### src/rtl/rv32_mod_muldiv_if.sv
// rv32_mod_muldiv_if
//   Request/response bundle between the execute stage (master) and the
//   iterative RV32M multiply/divide unit (slave).
//   start/kill/func/read0_data/read1_data : core -> unit
//   busy/done/result                      : unit -> core
interface rv32_mod_muldiv_if;
   logic        start;
   logic        kill;
   logic [2:0]  func;
   logic [31:0] read0_data;
   logic [31:0] read1_data;
   logic        busy;
   logic        done;
   logic [31:0] result;

   modport master (
      output start, kill, func, read0_data, read1_data,
      input  busy, done, result
   );

   modport slave (
      input  start, kill, func, read0_data, read1_data,
      output busy, done, result
   );
endinterface

### src/rtl/rv32_mod_muldiv.sv
// rv32_mod_muldiv
//   Iterative RV32M multiply/divide unit. Every funct3 op takes a fixed
//   34 cycles from the start edge to the done pulse: 32 radix-2 steps on
//   unsigned magnitudes, one sign-fix cycle, one done cycle.
//   clk   : rising-edge clock
//   rst_n : asynchronous active-low reset
//   bus   : start/kill/func/operands in, busy/done/result out
module rv32_mod_muldiv (
   input  logic               clk,
   input  logic               rst_n,
   rv32_mod_muldiv_if.slave   bus
);

   typedef enum logic [1:0] {IDLE, RUN, FIX, DONE} state_t;

   typedef struct packed {
      logic [2:0] func;
      logic       neg_a;   // rs1 treated as signed and negative
      logic       neg_b;   // rs2 treated as signed and negative
      logic       b_zero;  // divisor was zero
   } op_t;

   state_t      state_q, state_d;
   op_t         op_q, op_d;
   logic [5:0]  cnt_q;
   logic [31:0] hi_q;      // mul: product high / div: partial remainder
   logic [31:0] lo_q;      // mul: multiplier->product low / div: dividend->quotient
   logic [31:0] opb_q;     // mul: multiplicand / div: divisor (magnitudes)
   logic [31:0] result_q;

   logic        accept;
   logic        sgn_a, sgn_b;
   logic [31:0] mag_a, mag_b;

   // ---------------------------------------------------------------
   // Operand decode at start
   // ---------------------------------------------------------------
   always_comb begin
      sgn_a = 1'b0;
      sgn_b = 1'b0;
      case (bus.func)
         3'b001, 3'b100, 3'b110: begin sgn_a = 1'b1; sgn_b = 1'b1; end
         3'b010:                 sgn_a = 1'b1;
         default: ;
      endcase
      op_d.func   = bus.func;
      op_d.neg_a  = sgn_a & bus.read0_data[31];
      op_d.neg_b  = sgn_b & bus.read1_data[31];
      op_d.b_zero = (bus.read1_data == 32'd0);
      mag_a = op_d.neg_a ? -bus.read0_data : bus.read0_data;
      mag_b = op_d.neg_b ? -bus.read1_data : bus.read1_data;
   end

   // A new op may be taken in IDLE and in the DONE cycle; kill always wins.
   assign accept = bus.start & ~bus.kill & ((state_q == IDLE) | (state_q == DONE));

   // ---------------------------------------------------------------
   // FSM
   // ---------------------------------------------------------------
   always_ff @(posedge clk or negedge rst_n) begin
      if (!rst_n) state_q <= IDLE;
      else        state_q <= state_d;
   end

   always_comb begin
      state_d = state_q;
      case (state_q)
         IDLE: if (accept) state_d = RUN;
         RUN: begin
            if (bus.kill)               state_d = IDLE;
            else if (cnt_q == 6'd31)    state_d = FIX;
         end
         FIX:  state_d = bus.kill ? IDLE : DONE;
         DONE: state_d = accept ? RUN : IDLE;
         default: state_d = IDLE;
      endcase
   end

   assign bus.busy   = (state_q == RUN) | (state_q == FIX);
   assign bus.done   = (state_q == DONE);
   assign bus.result = result_q;

   // ---------------------------------------------------------------
   // One radix-2 step
   // ---------------------------------------------------------------
   logic [32:0] mul_sum, div_shift, div_trial;
   logic [31:0] step_hi, step_lo;

   always_comb begin
      mul_sum   = {1'b0, hi_q} + (lo_q[0] ? {1'b0, opb_q} : 33'd0);
      div_shift = {hi_q, lo_q[31]};
      div_trial = div_shift - {1'b0, opb_q};
      if (op_q.func[2]) begin
         // Restoring divide. An accepted trial is always below the divisor,
         // and a rejected shift is too, so the remainder fits 32 bits.
         if (!div_trial[32]) begin
            step_hi = div_trial[31:0];
            step_lo = {lo_q[30:0], 1'b1};
         end else begin
            step_hi = div_shift[31:0];
            step_lo = {lo_q[30:0], 1'b0};
         end
      end else begin
         // Shift-add: the product grows in from the top as the multiplier
         // shifts out of the bottom of lo_q.
         step_hi = mul_sum[32:1];
         step_lo = {mul_sum[0], lo_q[31:1]};
      end
   end

   // ---------------------------------------------------------------
   // Sign fix and result select
   // ---------------------------------------------------------------
   logic [63:0] prod_s;
   logic [31:0] quot_s, rem_s, fix_res;

   always_comb begin
      prod_s = (op_q.neg_a ^ op_q.neg_b) ? -{hi_q, lo_q} : {hi_q, lo_q};
      // Divide by zero leaves quotient all-ones and remainder |rs1|;
      // skipping the quotient negation keeps 0xFFFFFFFF for both flavours.
      quot_s = ((op_q.neg_a ^ op_q.neg_b) & ~op_q.b_zero) ? -lo_q : lo_q;
      rem_s  = op_q.neg_a ? -hi_q : hi_q;
      case (op_q.func)
         3'b000:                 fix_res = prod_s[31:0];
         3'b001, 3'b010, 3'b011: fix_res = prod_s[63:32];
         3'b100, 3'b101:         fix_res = quot_s;
         default:                fix_res = rem_s;
      endcase
   end

   // ---------------------------------------------------------------
   // Datapath registers
   // ---------------------------------------------------------------
   always_ff @(posedge clk or negedge rst_n) begin
      if (!rst_n) begin
         op_q     <= '0;
         cnt_q    <= '0;
         hi_q     <= '0;
         lo_q     <= '0;
         opb_q    <= '0;
         result_q <= '0;
      end else begin
         if (accept) begin
            op_q  <= op_d;
            cnt_q <= '0;
            hi_q  <= '0;
            lo_q  <= op_d.func[2] ? mag_a : mag_b;
            opb_q <= op_d.func[2] ? mag_b : mag_a;
         end else if ((state_q == RUN) && !bus.kill) begin
            cnt_q <= cnt_q + 6'd1;
            hi_q  <= step_hi;
            lo_q  <= step_lo;
         end
         // A kill in FIX leaves the previous result visible.
         if ((state_q == FIX) && !bus.kill)
            result_q <= fix_res;
      end
   end

endmodule
### src/flat_wrapper.sv
// flat-port wrapper written by rule: the top's interface ports become plain ports
module rv32_mod_muldiv_flat 
  (clk, rst_n, bus_start, bus_kill, bus_func, bus_read0_data, bus_read1_data, bus_busy, bus_done, bus_result);
  rv32_mod_muldiv_if bus_i ();
  input  logic clk;
  input  logic rst_n;
  input wire logic [$bits(bus_i.start)-1:0] bus_start;
  input wire logic [$bits(bus_i.kill)-1:0] bus_kill;
  input wire logic [$bits(bus_i.func)-1:0] bus_func;
  input wire logic [$bits(bus_i.read0_data)-1:0] bus_read0_data;
  input wire logic [$bits(bus_i.read1_data)-1:0] bus_read1_data;
  output wire logic [$bits(bus_i.busy)-1:0] bus_busy;
  output wire logic [$bits(bus_i.done)-1:0] bus_done;
  output wire logic [$bits(bus_i.result)-1:0] bus_result;
  assign bus_i.start = bus_start;
  assign bus_i.kill = bus_kill;
  assign bus_i.func = bus_func;
  assign bus_i.read0_data = bus_read0_data;
  assign bus_i.read1_data = bus_read1_data;
  assign bus_busy = bus_i.busy;
  assign bus_done = bus_i.done;
  assign bus_result = bus_i.result;
  rv32_mod_muldiv u_core (.clk(clk), .rst_n(rst_n), .bus(bus_i));
endmodule
### config.mk
export PLATFORM = sky130hd
export DESIGN_NAME = rv32_mod_muldiv_flat
export DESIGN_NICKNAME = d
export VERILOG_FILES = /design/src/rtl/rv32_mod_muldiv_if.sv /design/src/rtl/rv32_mod_muldiv.sv /design/src/flat_wrapper.sv
export SDC_FILE = /design/constraint.sdc
export NUM_CORES = 1
export LEC_CHECK = 0
export BUFFER_PORTS_ARGS = -buffer_cell sky130_fd_sc_hd__buf_2
export CAP_MARGIN = 20
export CORE_UTILIZATION = 25
export DETAILED_ROUTE_END_ITERATION = 10
export GPL_ROUTABILITY_DRIVEN = 0
export PLACE_DENSITY_LB_ADDON = 0.12
export RECOVER_POWER = 100
export SYNTH_ARGS = -nofsm -noshare
export SYNTH_HDL_FRONTEND = slang
export SYNTH_SLANG_ARGS = --single-unit
### constraint.sdc
create_clock -name clk -period 5.7 [get_ports clk]
set_clock_uncertainty 0.2 [all_clocks]
set_input_delay 0.855 -clock clk [delete_from_list [all_inputs] [get_ports clk]]
set_output_delay 0.855 -clock clk [all_outputs]
set_load 0.01 [all_outputs]
==> results.tsv, run 1 <==
stage	metric	value	unit
finish	fin_nets	2161	
floorplan	die-area	60810	sq um
flow_run	maxCapViolations	4	
synth	synthTopCellsByArea	dfrtp_1 (24%), o21ai_0 (7.1%), xnor2_1 (6.6%), ha_1 (6.2%), a21oi_1 (5.8%)	
synth	async_reset_ff_share	100.0	%
sta	max_freq	209.5	MHz
synth	yosysUniqueCellTypes	83	
floorplan	io_pins	105	
clock_tree	clk_root_buffer_cell	clkbuf_16	
clock_tree	path_clk_slew	0.06	ns
setup_path	crit_path_start_kind	register	
finish	syn_to_final_growth	10.68	%
sta	tightest_slew	2.446	ns
route	drc_errors	0	
route	drt_first_pass_iters	6	
setup_path	slowest_delay	0.75	ns
clock_tree	cts-hold-fix-buffers	0	
clock_tree	htreeDepth	4	
synth	yosysTopAreaCell	dfrtp_1	
synth	seq_area_frac_synth	23.76	%
synth	yosysTopAreaCellShare	23.76	%
place	port_buffers	104	
power_and_ir_drop	p_total	11.20	mW
floorplan	core_area	59020	sq um
sta	setup_viol	0	
synth	yosysMostFrequentCell	o21ai_0	
sta	grt_setup_unrepaired	false	
clock_tree	insertion_delay	0.49	ns
sta	setup_tns	0	ns
sta	fin_crit_sh	83.74	%
setup_path	setup.worst_path.class	reg -> reg	
setup_path	cp.arrival	4.94	ns
route	wl	57580	um
route	antenna_left	0	
power_and_ir_drop	p_per_area	676.4	nW/um^2
synth	ys.warnings.count	0	
sta	finalHoldViolCount	0	
setup_path	slowest_stage	clkbuf_2	
global_route	grt_use_total	19.11	%
global_route	grt_pass1_wl	87190	um
clock_tree	tritoncts	yes	
setup_path	end_kind	register	
power_and_ir_drop	leakage	6.798	nW
finish	final_core_util	28.05	%
setup_path	cp_cell_sequence	inv_1, ha_1, fa_1, nand2b_1, a21oi_1, o21ai_0, nand3_1, a31o_2, or3_1, nand3_2, clkbuf_2, mux2i_1, nor2_1, a221o_1	
route	via_per_inst	5.214	
global_route	antenna_found_initial	1	
finish	layout-drive-gt1-share	8.288	%
clock_tree	clockBufferDepth	2	
synth	avgSynthCellArea	7.467	sq um
sta	period_needed	4.773	ns
synth	syn-num-nets	2150	
sta	max_slew_margin	-63.09	%
global_route	grt_pass1_vias	13872	
worst_hold_path	min_path_type	reg -> reg	
floorplan	die_w	246.6	um
route	vias	14604	
floorplan	start_util	25.34	%
power_and_ir_drop	irDropWorstVdd	0.0002593	V
clock_tree	post_cts_resized	0	
route	drt-initial-drc-count	1121	
synth	synth-edff-count	0	
sta	maxSlewViolCount	198	
synth	syn_area	14960	sq um
synth	ys_seq_elements	142	
place	place_ws	1.251	ns
synth	synthCells	2003	
setup_path	critPathMaxFanout	37	
setup_path	required	5.87	ns
clock_tree	cts_inserted_buffers	17	
synth	ys_top_cells_by_count	o21ai_0 (211), nor2_1 (209), nand2_1 (205)	
place	hpwl	45530	um
global_route	grt_max_degree	97	
sta	holdWs	0.2772	ns
synth	synth_flop_cell	dfrtp_1	
clock_tree	clock-sinks	142	
clock_tree	postCtsSetupRepairBufs	0	
sta	layout_setup_ws	0.9271	ns
status	violations	capacitance limit, slew limit	
floorplan	dieHeight	246.6	um
status	status	complete, but fails checks	
global_route	overflow	0	
floorplan	rows	89	
route	wire_per_inst	20.56	um
## layer usage
metal / track usage [%] / up-vias / wire (um)
li1: - / 7245 / -
met1: 28.75 / 6881 / 30090
met2: 27.75 / 418 / 23500
met3: 3.017 / 60 / 2877
met4: 4.975 / 0 / 1112
met5: 0 / - / 0
## area by class of cell
cell class	count	area, sq um
Timing Repair Buffer	139	711.9
Antenna cell	1	2.502
Clock buffer	17	425.4
Fill cell	6499	42460
Multi-Input combinational cell	1653	10490
Sequential cell	142	3555
Inverter	61	229.0
Clock inverter	15	175.2
Tap cell	773	967.2
## worst max-delay path: cells and delay by family (launching register included)
family | cells | cell delay [ns]
buffers and inverters | 2 | 1.05
AO/OA/AOI/OAI | 4 | 1.15
flip-flops | 1 | 0.46
adder cells (fa/ha/maj) | 2 | 0.47
multiplexers | 1 | 0.28
AND/OR/NAND/NOR | 5 | 1.03
## cell families after synthesis
| kind of cell | Yosys count | share of synthesized area [%] |
|---|---|---|
| AND/OR/NAND/NOR | 648 | 20.40 |
| AO/OA/AOI/OAI | 676 | 27.98 |
| buffers and inverters | 208 | 6.190 |
| adder cells (fa/ha/maj) | 76 | 6.458 |
| multiplexers | 47 | 3.154 |
| XOR/XNOR | 206 | 12.06 |
| flip-flops | 142 | 23.76 |
## report_power, final
part | total [mW] | internal [mW] | switching [mW] | leakage (nW)
combinational | 7.67 | 2.94 | 4.72 | 4.71
sequential | 2.32 | 1.45 | 0.874 | 1.80
clock | 1.21 | 0.658 | 0.553 | 0.291
## final timing paths
path	startpoint	end	slack (ns)	cells past startpoint
max	u_core.lo_q[31]	u_core.hi_q[7]	0.93	14
min	u_core.bus.result[8]	u_core.bus.result[8]	0.28	2
max reg2reg	u_core.lo_q[31]	u_core.hi_q[7]	0.93	14
min reg2reg	u_core.bus.result[8]	u_core.bus.result[8]	0.28	2
max in group asynchronous	rst_n	u_core.lo_q[31]	1.76	2
min in group asynchronous	rst_n	u_core.bus.result[2]	0.93	1
## per-stage QoR
step | cells | cell area [sq um]
final | 2801 | 16550
after global routing | 2800 | 16550
after CTS | 2800 | 16660
after detailed placement | 2768 | 16060
after global placement | 2768 | 16060
after floorplan | 2003 | 14960
## flip-flops by register name, summed over array words and instances (netlist names)
name	flops
u_core.op_q	6
u_core.state_q	2
u_core.bus.result	32
u_core.lo_q	32
u_core.hi_q	32
u_core.cnt_q	6
u_core.opb_q	32
## cell usage in the layout (no fill, tap or decap), types with 9 or more instances in the layout
cell / instances
xnor2_1: 111
a21oi_1: 173
o41ai_1: 9
inv_1: 61
or4_1: 9
nor4_1: 16
o31ai_1: 31
nand2_1: 205
nor2_1: 206
buf_2: 65
o22ai_1: 18
ha_1: 74
a31oi_1: 24
a211oi_1: 14
o21ai_0: 217
a22oi_1: 18
o221ai_1: 19
mux2i_1: 46
nand2b_1: 20
o211ai_1: 55
nor3_1: 43
clkbuf_16: 17
or3_1: 28
nor2b_1: 15
buf_4: 28
dfrtp_1: 141
and2_1: 9
clkbuf_1: 43
xor2_1: 93
and3_1: 11
nand4_1: 9
nand3_1: 29
a21o_1: 21
No activity file was read; power rests on OpenSTA's default activity.
==> run 2, diff against run 1 <==
- clock period: 5.7 -> 4.84 ns (I/O delays scaled with it)
==> run 2 against run 1 <==
Against the previous run:
- the flow still finishes with violations (capacitance limit, slew limit)
- critical path depth shrank 1
- clock-buffer cell count did not move
- sequential power increased by 8.6%
- routed wire length grew 2.3%
- die area unchanged
- critical endpoint is now u_core.hi_q[30]
- largest power group unchanged
- highest routed layer unchanged
==> results.tsv, run 2 (synthesized netlist as in run 1, its figures left out) <==
stage	metric	value	unit	change
status	status	complete, but fails checks		
status	violations	capacitance limit, slew limit		
finish	syn_to_final_growth	12.15	%	
route	drt-initial-drc-count	1206		+7.6%
sta	max_freq	222.9	MHz	+6.4%
route	via_per_inst	5.268		+1.0%
route	wl_met2	24040	um	+2.3%
setup_path	critPathMaxFanout	8		-78%
place	port_buffers	104		unchanged
finish	mostFrequentLayoutCell	o21ai_0		
setup_path	crit_start	u_core.lo_q[0]		
clock_tree	path_clk_slew	0.07	ns	about the same
setup_path	reg2reg_from	u_core.lo_q[0]		
floorplan	die-area	60810	sq um	unchanged
finish	multiInputGateArea	10500	sq um	about the same
setup_path	required	5.01	ns	-0.86 ns
clock_tree	clockBufferDepth	2		unchanged
finish	layout-drive-gt1-share	9.596	%	+1.3 points
route	wl_met1	29630	um	-1.5%
floorplan	core_area	59020	sq um	unchanged
global_route	grt_max_degree	97		unchanged
floorplan	rows	89		unchanged
route	met3_length	3750	um	+30%
finish	n_antenna_cell	0		-1
sta	setup_tns	0	ns	unchanged
power_and_ir_drop	irDropWorstVdd	0.0002859	V	+10%
sta	setup_viol	0		unchanged
sta	maxSlewViolCount	173		-13%
sta	layout_setup_ws	0.3542	ns	-0.5729 ns
worst_hold_path	min_path_type	in -> reg		
power_and_ir_drop	p_total	13.42	mW	+20%
clock_tree	tritoncts	yes		
route	wire_per_inst	20.84	um	+1.4%
floorplan	dieHeight	246.6	um	unchanged
sta	grt_setup_unrepaired	false		
clock_tree	clk_root_buffer_cell	clkbuf_16		
route	drc_errors	0		unchanged
sta	max_slew_margin	-58.38	%	+4.7 points
clock_tree	htreeDepth	4		unchanged
finish	final-seq-area	3555	sq um	unchanged
route	top_layer	met4		
global_route	overflow	0		unchanged
setup_path	setup.worst_path.class	reg -> reg		
finish	layout.cells.most_common_list	o21ai_0 (217), nor2_1 (206), nand2_1 (205)		
clock_tree	cts_inserted_buffers	17		unchanged
global_route	grt_use_total	19.63	%	+0.52 points
global_route	grt_pass1_vias	14240		+2.7%
setup_path	cp.arrival	4.65	ns	-0.29 ns
setup_path	end_kind	register		
global_route	antenna_found_initial	0		-1
route	wl	58880	um	+2.3%
finish	final_core_util	28.42	%	+0.37 points
clock_tree	postCtsSetupRepairBufs	0		unchanged
sta	tightest_slew	2.376	ns	-0.07072 ns
worst_hold_path	min_from	bus_read1_data[31]		
sta	period_needed	4.486	ns	-0.2871 ns
route	vias	14886		+1.9%
floorplan	die_w	246.6	um	unchanged
setup_path	crit_path_start_kind	register		
power_and_ir_drop	p_per_area	799.8	nW/um^2	+18%
place	place_ws	0.4310	ns	-0.8198 ns
flow_run	maxCapViolations	3		-1
sta	finalHoldViolCount	0		unchanged
power_and_ir_drop	leakage	6.947	nW	+2.2%
clock_tree	clock-sinks	142		unchanged
route	drt_first_pass_iters	7		+1
clock_tree	cts-hold-fix-buffers	0		unchanged
global_route	grt_pass1_wl	89530	um	+2.7%
clock_tree	post_cts_resized	0		unchanged
floorplan	start_util	25.34	%	unchanged
sta	fin_crit_sh	92.68	%	+8.9 points
route	antenna_left	0		unchanged
floorplan	io_pins	105		unchanged
place	hpwl	46660	um	+2.5%
finish	fin_nets	2187		+1.2%
clock_tree	insertion_delay	0.49	ns	about the same
finish	fillers	6503		+0.062%
## run 2: cell count changes in the layout (fill, tap and decap cells not counted), sizes merged
cell / delta
inv: +1
diode: -1
buf: +27
bufinv: +1
clkinv: -2
clkbuf: -1
## run 2: worst max-delay path, stage by stage, from the launching register on
cell,delay (ns)
dfrtp_1,0.48
nand2_1,0.17
inv_1,0.06
ha_1,0.29
a211oi_1,0.25
o21ai_0,0.25
o311ai_0,0.71
a21oi_1,0.30
a2111oi_0,0.71
o31ai_1,0.21
nor3_1,0.17
o21bai_1,0.10
xor2_1,0.15
a221o_1,0.32
## run 2: layout make-up
type                            count  area share, %
Clock inverter                     15          1.179
Sequential cell                   142          21.19
Timing Repair Buffer              165          5.393
Tap cell                          773          5.766
Inverter                           61          1.365
Clock buffer                       17          2.536
Multi-Input combinational cell   1653          62.57
## run 2: path summary, 6_finish.rpt
path | to | slack (ns) | depth (start not counted)
max | u_core.hi_q[30] | 0.35 | 13
min | u_core.op_q[0] | 0.27 | 2
max reg2reg | u_core.hi_q[30] | 0.35 | 13
min reg2reg | u_core.bus.result[12] | 0.28 | 2
max in group asynchronous | u_core.op_q[5] | 1.03 | 2
min in group asynchronous | u_core.bus.result[3] | 0.75 | 1
## run 2: per-stage QoR
stage	hold slack, ns	instances	area (sq um)
4_1_cts	0.1482	2825	16880
5_1_grt	0.2676	2826	16770
6_report	0.2722	2826	16770
2_1_floorplan	0.2304	2003	14960
3_5_place_dp	0.2662	2793	16260
3_3_place_gp	0.2587	2793	16260
## run 2: per-layer routing
metal	track usage, %	vias up
met5	0	-
met4	6.845	0
met3	3.388	68
met2	28.36	504
met1	28.83	7004
li1	-	7310
## run 2: power by group
part	leakage, nW	internal [mW]	switching, mW	total (mW)
combinational	4.85	3.59	5.86	9.45
sequential	1.80	1.71	0.812	2.52
clock	0.300	0.827	0.619	1.45
==> run 3, diff against run 2 <==
- ABC_AREA: unset -> 1
- SLEW_MARGIN: unset -> 10
==> run 3 against run 2 <==
Against the previous run:
- the flow still finishes with violations (capacitance limit, slew limit)
- critical path depth down 3
- utilization down 0.23 points
- combinational power up 14%
- total power up 9.6%
- non-clock buffer count down 23
- first-iteration DRC count up 67%
- sequential power up 2%
- clock power down 6%
- highest routed layer is now met5
==> results.tsv, run 3 <==
stage	metric	value	unit	change
clock_tree	tritoncts	yes		
setup_path	crit_path_start_kind	register		
power_and_ir_drop	p_per_area	728.4	nW/um^2	-8.9%
synth	yosysTopAreaCell	nand2_1		
clock_tree	path_clk_slew	0.07	ns	about the same
flow_run	maxCapViolations	4		+1
place	hpwl	71880	um	+54%
power_and_ir_drop	clkPwrFrac	9.2	%	-1.6 points
setup_path	required	5.03	ns	+0.02 ns
synth	synth_flop_cell	dfrtp_1		
sta	fin_crit_sh	86.11	%	-6.6 points
floorplan	die-area	73700	sq um	+21%
setup_path	crit_path_end	u_core.hi_q[12]		
setup_path	worst_r2r_endpoint	u_core.hi_q[12]		
finish	layout.cells.most_common_list	nand2_1 (1162), inv_1 (448), nand3_1 (313)		
power_and_ir_drop	internal_power	5.533	mW	-9.7%
power_and_ir_drop	p_comb_share	73.3	%	+2.9 points
route	wl	88830	um	+51%
finish	fillers	8426		+30%
global_route	overflow	0		unchanged
setup_path	end_kind	register		
synth	synthCells	3269		+63%
synth	ys.warnings.count	0		unchanged
clock_tree	post_cts_resized	0		unchanged
global_route	grt_pass1_wl	130900	um	+46%
synth	ys_top_cells_by_count	nand2_1 (1161), inv_1 (447), nor2_1 (314)		
synth	avgSynthCellArea	5.553	sq um	-26%
place	port_buffers	104		unchanged
floorplan	dieHeight	271.5	um	+10%
setup_path	cp.arrival	4.36	ns	-0.29 ns
sta	setup_viol	0		unchanged
synth	syn-num-nets	3416		+59%
finish	fin_nets	3466		+58%
synth	yosysTopAreaCellShare	24.01	%	+0.25 points
synth	synth-edff-count	0		unchanged
power_and_ir_drop	leakage	10.43	nW	+50%
floorplan	core_area	71610	sq um	+21%
power_and_ir_drop	p_total	14.70	mW	+9.6%
floorplan	start_util	25.35	%	about the same
clock_tree	clk_root_buffer_cell	clkbuf_16		
finish	syn_to_final_growth	11.19	%	
synth	syn_area	18150	sq um	+21%
sta	finalHoldViolCount	0		unchanged
setup_path	crit_start	u_core.state_q[1]		
sta	grt_setup_unrepaired	false		
route	drc_errors	0		unchanged
power_and_ir_drop	irDropWorstVdd	0.0004478	V	+57%
finish	n_antenna_cell	0		unchanged
global_route	grt_pass1_vias	19909		+40%
clock_tree	htreeDepth	4		unchanged
route	via_per_inst	4.942		-6.2%
clock_tree	clockBufferDepth	2		unchanged
worst_hold_path	min_path_type	in -> async		
sta	setup_tns	0	ns	unchanged
sta	maxSlewViolCount	169		-2.3%
route	drt-initial-drc-count	2019		+67%
synth	async_reset_ff_share	100.0	%	unchanged
floorplan	rows	98		+10%
power_and_ir_drop	p_switching	9.170	mW	+26%
synth	synthTopCellsByArea	nand2_1 (24%), dfrtp_1 (20%), inv_1 (9.2%), nand3_1 (8.6%), nor2_1 (6.5%)		
clock_tree	cts_inserted_buffers	17		unchanged
sta	holdWs	0.008365	ns	-0.2638 ns
route	wire_per_inst	20.74	um	-0.44%
clock_tree	clock-sinks	142		unchanged
power_and_ir_drop	pwr-share-seq	17.5	%	-1.3 points
setup_path	critPathMaxFanout	28		+20
global_route	grt_max_degree	74		-24%
clock_tree	postCtsSetupRepairBufs	0		unchanged
global_route	antenna_found_initial	2		+2
setup_path	worstRegToRegCells	10		-3
route	antenna_left	0		unchanged
status	violations	capacitance limit, slew limit		
sta	tightest_slew	1.901	ns	-0.4744 ns
synth	yosysMostFrequentCell	nand2_1		
sta	max_slew_margin	-26.75	%	+32 points
synth	seq_area_frac_synth	19.57	%	-4.2 points
route	drt_first_pass_iters	6		-1
clock_tree	cts-hold-fix-buffers	0		unchanged
power_and_ir_drop	swShare	62.37	%	+8.0 points
sta	max_freq	239.9	MHz	+7.6%
setup_path	setup.worst_path.class	reg -> reg		
sta	period_needed	4.168	ns	-0.3180 ns
floorplan	io_pins	105		unchanged
clock_tree	insertion_delay	0.50	ns	about the same
route	vias	21160		+42%
synth	ys_seq_elements	142		unchanged
status	status	complete, but fails checks		
finish	layout-drive-gt1-share	5.762	%	-3.8 points
setup_path	reg2reg_slack	0.67	ns	+0.32 ns
global_route	grt_use_total	23.86	%	+4.2 points
setup_path	reg2reg_from	u_core.state_q[1]		
floorplan	die_w	271.5	um	+10%
synth	yosysUniqueCellTypes	58		-30%
finish	mostFrequentLayoutCell	nand2_1		
run 3: final cells by class:
type | instances | area (sq um) | share of cell area, %
Multi-Input combinational cell | 2556 | 12380 | 61.36
Sequential cell | 142 | 3555 | 17.61
Inverter | 460 | 1728 | 8.561
Tap cell | 950 | 1189 | 5.889
Timing Repair Buffer | 142 | 769.5 | 3.812
Clock buffer | 20 | 446.7 | 2.213
Clock inverter | 12 | 112.6 | 0.5579
run 3: worst min-delay path by stage:
stage                                     start                     to  cells after the start
final                                     rst_n  u_core.bus.result[19]                      1
after global routing                      rst_n   u_core.bus.result[8]                      1
after CTS                                 rst_n  u_core.bus.result[17]                      1
after detailed placement  u_core.bus.result[22]  u_core.bus.result[22]                      2
after global placement     u_core.bus.result[5]   u_core.bus.result[5]                      2
after floorplan                           rst_n   u_core.bus.result[0]                      0
run 3: kinds of logic (layout without fill, tap and decap cells):
family,after synthesis,after routing,share of synthesized area [%]
flip-flops,142,142,19.57
XOR/XNOR,85,85,4.142
AND/OR/NAND/NOR,1917,1917,43.78
AO/OA/AOI/OAI,478,478,14.88
buffers and inverters,571,634,12.30
adder cells (fa/ha/maj),76,76,5.321
run 3: power groups by stage:
stage | combinational [mW] | sequential, mW | clock (mW)
after floorplan | 7.21 | 2.16 | 0
after global placement | 10.7 | 2.57 | 0
after detailed placement | 10.6 | 2.56 | 0
after CTS | 10.7 | 2.54 | 1.39
after global routing | 11.9 | 2.62 | 1.43
final | 10.8 | 2.57 | 1.36
run 3: critical path, stage by stage, from the launching register on:
cell	delay (ns)
dfrtp_1	0.41
inv_1	0.10
ha_1	0.30
nor3_1	0.30
clkbuf_1	1.14
nor2_1	0.22
clkbuf_2	0.59
inv_1	0.46
a21oi_1	0.11
o21ai_1	0.12
nand2_1	0.06
run 3: stage by stage:
| step | cells | setup slack (ns) | util, % | area (sq um) |
|---|---|---|---|---|
| 3_5_place_dp | 4250 | 1.191 | 27.52 | 19710 |
| 2_1_floorplan | 3269 | 2.146 | - | 18150 |
| 4_1_cts | 4282 | 1.177 | 28.30 | 20270 |
| 5_1_grt | 4282 | 0.4129 | 28.19 | 20180 |
| 3_3_place_gp | 4250 | 1.269 | 27.52 | 19710 |
| 6_report | 4282 | 0.6722 | 28.19 | 20180 |
run 3: layer usage:
metal	GRT usage, %	routed length [um]	vias to the layer above
li1	-	-	10550
met1	33.45	41580	9805
met2	36.64	38770	680
met3	2.344	4519	123
met4	11.00	3952	2
met5	0	10	-
